==> src/rtl/instr_pkg.sv <==
// Shared instruction-format definitions for the encoder and the decoder.
package instr_pkg;

  localparam int INST_W = 16;

  // Field positions inside the 16-bit instruction word
  localparam int OPC_MSB  = 15;
  localparam int OPC_LSB  = 12;
  localparam int RD_MSB   = 11;
  localparam int RD_LSB   = 9;
  localparam int FLAG_BIT = 8;
  localparam int RA_MSB   = 7;
  localparam int RA_LSB   = 5;
  localparam int RB_MSB   = 4;
  localparam int RB_LSB   = 2;
  localparam int IMM_MSB  = 7;
  localparam int IMM_LSB  = 0;

  // Instruction format selector
  localparam logic FMT_REG = 1'b0;
  localparam logic FMT_IMM = 1'b1;

endpackage

==> src/rtl/instr_fifo.sv <==
// Parameterised synchronous FIFO: push/pop with registered count, full and empty.
// Head word is presented combinationally from the read pointer.
module instr_fifo #(
  parameter int W     = 16,
  parameter int DEPTH = 4,
  parameter int PTR_W = 2
) (
  input  logic             clk,
  input  logic             reset,
  input  logic             push,
  input  logic [W-1:0]     wdata,
  input  logic             pop,
  output logic [W-1:0]     rdata,
  output logic [PTR_W:0]   count,
  output logic             full,
  output logic             empty
);

  localparam logic [PTR_W:0] FULL_CNT = (PTR_W+1)'(DEPTH);

  logic [W-1:0]     mem_q [DEPTH];
  logic [W-1:0]     mem_d [DEPTH];
  logic [PTR_W-1:0] wr_ptr_q, wr_ptr_d;
  logic [PTR_W-1:0] rd_ptr_q, rd_ptr_d;
  logic [PTR_W:0]   count_q, count_d;
  logic             do_push, do_pop;

  assign full    = (count_q == FULL_CNT);
  assign empty   = (count_q == '0);
  assign count   = count_q;
  assign rdata   = mem_q[rd_ptr_q];
  // Guard against push-when-full and pop-when-empty so callers cannot corrupt state
  assign do_push = push && !full;
  assign do_pop  = pop && !empty;

  // Next-state: storage write, pointer advance (natural wrap at DEPTH), occupancy
  always_comb begin
    mem_d    = mem_q;
    wr_ptr_d = wr_ptr_q;
    rd_ptr_d = rd_ptr_q;
    count_d  = count_q;
    if (do_push) begin
      mem_d[wr_ptr_q] = wdata;
      wr_ptr_d        = wr_ptr_q + PTR_W'(1);
    end
    if (do_pop) begin
      rd_ptr_d = rd_ptr_q + PTR_W'(1);
    end
    case ({do_push, do_pop})
      2'b10:   count_d = count_q + (PTR_W+1)'(1);
      2'b01:   count_d = count_q - (PTR_W+1)'(1);
      default: count_d = count_q;
    endcase
  end

  // State registers; reset discards all contents
  always_ff @(posedge clk or posedge reset) begin
    if (reset) begin
      for (int i = 0; i < DEPTH; i++) mem_q[i] <= '0;
      wr_ptr_q <= '0;
      rd_ptr_q <= '0;
      count_q  <= '0;
    end else begin
      mem_q    <= mem_d;
      wr_ptr_q <= wr_ptr_d;
      rd_ptr_q <= rd_ptr_d;
      count_q  <= count_d;
    end
  end

endmodule

==> src/rtl/instr_encoder.sv <==
// Instruction encoder: packs field sets into 16-bit words, buffers them in a
// small FIFO and emits them on the inst/inst_wr write interface through a
// registered output stage.
//
// Handshake: a field set is accepted on a rising edge where in_valid && in_ready;
// in_ready is high whenever the FIFO is not full and does not depend on in_valid.
// The consumer side has no ready: out_stall = 1 suppresses the pop for that cycle,
// otherwise a word is emitted whenever the FIFO holds one (inst_wr is a one-cycle strobe).
module instr_encoder
  import instr_pkg::*;
#(
  parameter int DEPTH = 4,
  parameter int PTR_W = 2,
  parameter int CNT_W = 16
) (
  input  logic              clk,
  input  logic              reset,
  input  logic              in_valid,
  output logic              in_ready,
  input  logic              in_fmt,
  input  logic [3:0]        in_opcode,
  input  logic [2:0]        in_rd,
  input  logic              in_flag,
  input  logic [2:0]        in_ra,
  input  logic [2:0]        in_rb,
  input  logic [7:0]        in_imm,
  input  logic              out_stall,
  output logic [INST_W-1:0] inst,
  output logic              inst_wr,
  output logic [PTR_W:0]    fifo_count,
  output logic [CNT_W-1:0]  enc_count
);

  logic [INST_W-1:0] packed_word;
  logic [INST_W-1:0] head_word;
  logic              fifo_full, fifo_empty;
  logic              push, pop;

  logic [INST_W-1:0] inst_q, inst_d;
  logic              inst_wr_q, inst_wr_d;
  logic [CNT_W-1:0]  enc_cnt_q, enc_cnt_d;

  // Pack the field set; unused fields of each form are dropped so they cannot leak X
  always_comb begin
    packed_word                   = '0;
    packed_word[OPC_MSB:OPC_LSB]  = in_opcode;
    packed_word[RD_MSB:RD_LSB]    = in_rd;
    packed_word[FLAG_BIT]         = in_flag;
    case (in_fmt)
      FMT_REG: begin
        packed_word[RA_MSB:RA_LSB] = in_ra;
        packed_word[RB_MSB:RB_LSB] = in_rb;
      end
      FMT_IMM: packed_word[IMM_MSB:IMM_LSB] = in_imm;
      default: ;
    endcase
  end

  assign in_ready = !fifo_full;
  assign push     = in_valid && in_ready;
  assign pop      = !fifo_empty && !out_stall;

  instr_fifo #(
    .W     (INST_W),
    .DEPTH (DEPTH),
    .PTR_W (PTR_W)
  ) u_fifo (
    .clk   (clk),
    .reset (reset),
    .push  (push),
    .wdata (packed_word),
    .pop   (pop),
    .rdata (head_word),
    .count (fifo_count),
    .full  (fifo_full),
    .empty (fifo_empty)
  );

  // Output stage: latch head word on a pop, otherwise hold inst and drop the strobe
  always_comb begin
    inst_d    = inst_q;
    inst_wr_d = 1'b0;
    enc_cnt_d = enc_cnt_q;
    if (pop) begin
      inst_d    = head_word;
      inst_wr_d = 1'b1;
      enc_cnt_d = enc_cnt_q + CNT_W'(1);
    end
  end

  // Output registers; reset drops any in-flight strobe immediately
  always_ff @(posedge clk or posedge reset) begin
    if (reset) begin
      inst_q    <= '0;
      inst_wr_q <= 1'b0;
      enc_cnt_q <= '0;
    end else begin
      inst_q    <= inst_d;
      inst_wr_q <= inst_wr_d;
      enc_cnt_q <= enc_cnt_d;
    end
  end

  assign inst      = inst_q;
  assign inst_wr   = inst_wr_q;
  assign enc_count = enc_cnt_q;

endmodule

==> config.mk <==
export PLATFORM = sky130hd
export DESIGN_NAME = instr_encoder
export DESIGN_NICKNAME = d
export VERILOG_FILES = /design/src/rtl/instr_pkg.sv /design/src/rtl/instr_fifo.sv /design/src/rtl/instr_encoder.sv
export SDC_FILE = /design/constraint.sdc
export NUM_CORES = 1
export LEC_CHECK = 0
export BUFFER_PORTS_ARGS = -buffer_cell sky130_fd_sc_hd__buf_2
export CAP_MARGIN = 20
export CORE_ASPECT_RATIO = 0.6
export CORE_MARGIN = 3
export CORE_UTILIZATION = 30
export CTS_BUF_LIST = sky130_fd_sc_hd__clkbuf_4
export DETAILED_ROUTE_END_ITERATION = 10
export GPL_TIMING_DRIVEN = 0
export PLACE_DENSITY = 0.58
export SYNTH_ARGS = -nofsm -noshare
export SYNTH_HDL_FRONTEND = slang
export SYNTH_SLANG_ARGS = --single-unit
==> constraint.sdc <==
create_clock -name clk -period 3.8 [get_ports clk]
set_clock_uncertainty 0.05 [all_clocks]
set_input_delay 0.38 -clock clk [delete_from_list [all_inputs] [get_ports clk]]
set_output_delay 0.38 -clock clk [all_outputs]
set_load 0.005 [all_outputs]
==> metrics.md <==
| Metric | Value |
|---|---|
| Setup TNS | 0 ns |
| CP Class | register to register |
| CTS root buffer | clkbuf_4 |
| Fill cells | 1,469 |
| # diodes | 0 |
| Initial antenna violation count | 1 |
| Sw frac | 0.334 |
| DR DRC count | 0 |
| Post-synthesis sequential area ratio | 0.565 |
| Detailed Routing Iterations Pass 1 | 4 |
| Starting Density | 0.312 |
| FFs w/ async S/R, synth | 1.00 |
| Total Wirelength | 9960 um |
| Core Box Area | 14,800 um^2 |
| Critical Path RT | 4.15 ns |
| DIE WIDTH | 166 um |
| Hold Path Class | input port to register |
| CP arrival | 2.88 ns |
| Register bit total from synthesis | 104 |
| Routed vias/inst | 4.74 |
| Power, Total | 4090 uW |
| Nets | 441 |
| Max Cap Viol | 0 |
| Post-synth top area cell | dfrtp_1 |
| Max Slew Vio Count | 0 |
| Port Buf Inserts | 62 |
| Detailed Route Iter0 Violations | 152 |
| Synth top area share | 0.565 |
| H-tree depth | 3 |
| GP Congestion | 0.696 |
| Most frequent cells after synthesis | dfrtp_1 (104), nand2_1 (44), mux2_2 (34), o21ai_0 (32), mux2_1 (16) |
| CTS tree | built |
| Fin Hold WS | 0.0927 ns |
| Total gr overflow | 0 |
| Site row count | 34 |
| CTS clk-pin slew, worst paths | 0.17 ns |
| Global-route wire length before repair | 16,600 um |
| Vias | 2,889 |
| Layout cells sized above 1 | 0.347 |
| Lkg Pwr | 0.00249 uW |
| Clock power frac | 0.161 |
| Final setup vio count | 0 |
| Yosys cell types | 32 |
| Status | finished clean |
| HPWL after DPL | 7070 um |
| Commonest register cell after synthesis | dfrtp_1 |
| Int Power | 2720 uW |
| Cell Area, Synth | 4610 um^2 |
| Critical Path Source | u_fifo.count[0]$_DFFE_PP0P_ |
| FF-to-FF Start | u_fifo.count[0]$_DFFE_PP0P_ |
| Number of enable flip-flop cells after synthesis | 0 |
| Hold Crit Start | in_rd[1] |
| F_max | 395 MHz |
| Slew @ Worst Pin | 0.602 ns |
| Fin. Hold Viols | 0 |
| Unrepaired setup endpoints after global routing | false |
| Crit share post-route | 0.666 |
| Layout Utilization | 0.364 |
| Final Cell Area | 5370 um^2 |
| Die height | 102 um |
| Kind of end point of the critical path | register |
| Number of routed nets with antenna violations | 0 |
| Comb pwr share | 0.379 |
| Largest net degree at the start of global routing | 64 |
| Syn_nets | 366 |
| CTS Buffer Depth | 2 |
| Worst VDD drop | 0.271 mV |
| Synth-to-layout area growth | 16.6% |
| Reg power frac | 0.460 |
| Count leader, synth | dfrtp_1 |
| # IOs | 64 |
| Die area | 16,900 um^2 |
| Vias in the first global route | 3,039 |
| Placed Area | 5200 um^2 |
| Slew margin rel. | 0.598 |
| Syn. warnings | 0 |
| Num CTS Buffers | 9 |
| Wire per inst | 16.3 um |
| Crit path launch type | register |
| Post-CTS setup buffers | 0 |
| Minimum clock period | 2.53 ns |
| Syn_area_per_cell | 13.9 um^2 |
| NetSw | 1360 uW |
| Dominant cells by area after synthesis | dfrtp_1 (56%), mux2_2 (8.3%), mux4_1 (5.7%) |
| Worst skew pair latency | 0.47 ns |
| Pwr per Cell Area | 761 nW/um^2 |
| CTS Sinks | 104 |
| Gate Count Post-Synth | 332 |
| Worst Path Max Fanout | 11 |
| Total Routing Usage GR | 0.126 |
## layer usage
layer	share of wire	vias up	track usage	wire length, um
li1	-	1319	-	-
met1	0.49	1494	0.173	4920
met2	0.44	60	0.194	4350
met3	0.058	14	0.0445	579
met4	0.0091	2	0.0313	91
met5	0.0013	-	0	13
## area by class of cell
cell class,count,area (um^2),area share
flip-flops and latches,104,2600,0.485
multi-input cells,204,1850,0.345
repair buffers,64,348,0.0648
well taps,198,248,0.0461
plain buffers,16,121,0.0226
clock inverters,6,90.1,0.0168
clock buffers,10,75.1,0.0140
inverters,8,32.5,0.00606
## kinds of logic (layout without fill, tap and decap cells)
kind of cell | after synthesis | in the layout | synth area share
xor gates and xnor gates | 21 | 21 | 0.0399
and+or+nand+nor | 71 | 71 | 0.0834
AOI/OAI and AO/OA | 32 | 32 | 0.0348
DFF | 104 | 104 | 0.565
adders and majority gates | 7 | 7 | 0.0206
muxes | 73 | 73 | 0.224
buffers and inverters | 24 | 104 | 0.0329
## what timing repair did
action,in CTS,in global routing
hold endpoints to repair,41,0
hold buffers,1,0
setup endpoints to repair,0,0
gates resized for setup,0,0
## state kept, by name, indices dropped and copies added (netlist names)
register	cells
u_fifo.wr_ptr_q	2
u_fifo.rd_ptr_q	2
u_fifo.count	3
inst_wr	1
enc_count	16
u_fifo.mem_q	64
inst	16
## power by group through the flow
| stage | Combinational (uW) | Clock (uW) | Sequential [uW] |
|---|---|---|---|
| final | 1550 | 658 | 1880 |
| after global routing | 1730 | 724 | 1950 |
| after CTS | 1590 | 683 | 1880 |
| after detailed placement | 1580 | 0 | 1910 |
| after global placement | 1530 | 0 | 1870 |
| after floorplan | 1130 | 0 | 1840 |
## critical path, stage by stage (launching register included)
cell	delay, ns
dfrtp_1	0.46
nor3_2	0.11
nor2_2	0.40
buf_2	0.36
ha_1	0.23
inv_1	0.06
fa_1	0.37
xor2_1	0.15
nor2_1	0.12
xor2_1	0.15
## through the flow
stage / setup WS, ns / cells
final: 1.27 / 610
after global routing: 1.06 / 610
after CTS: 1.19 / 610
after detailed placement: 1.22 / 593
after global placement: -0.528 / 592
after floorplan: 0.638 / 332
## worst paths after layout
check / endpoint / slack, ns / cells past startpoint
max: u_fifo.count[2]$_DFFE_PP0P_ / 1.27 / 9
min: u_fifo.mem_q[26]$_DFFE_PP0P_ / 0.09 / 2
max reg2reg: u_fifo.count[2]$_DFFE_PP0P_ / 1.27 / 9
min reg2reg: enc_count[15]$_DFFE_PP0P_ / 0.43 / 1
max in group asynchronous: u_fifo.mem_q[0]$_DFFE_PP0P_ / 2.55 / 4
min in group asynchronous: inst[9]$_DFFE_PP0P_ / 0.44 / 3
## layout by cell type, fill, tap and decap left out, drive strengths merged, types with 2 or more instances in the layout
cell type    n
dfrtp      104
buf         78
mux2        50
nand2       44
o21ai       32
mux4        16
xnor2       12
clkbuf      11
inv         10
xor2         9
nand3        8
mux2i        7
ha           6
nor2         6
nand4        3
nor3         3
bufinv       2
Note: power is estimated with default switching activity, not from simulation.
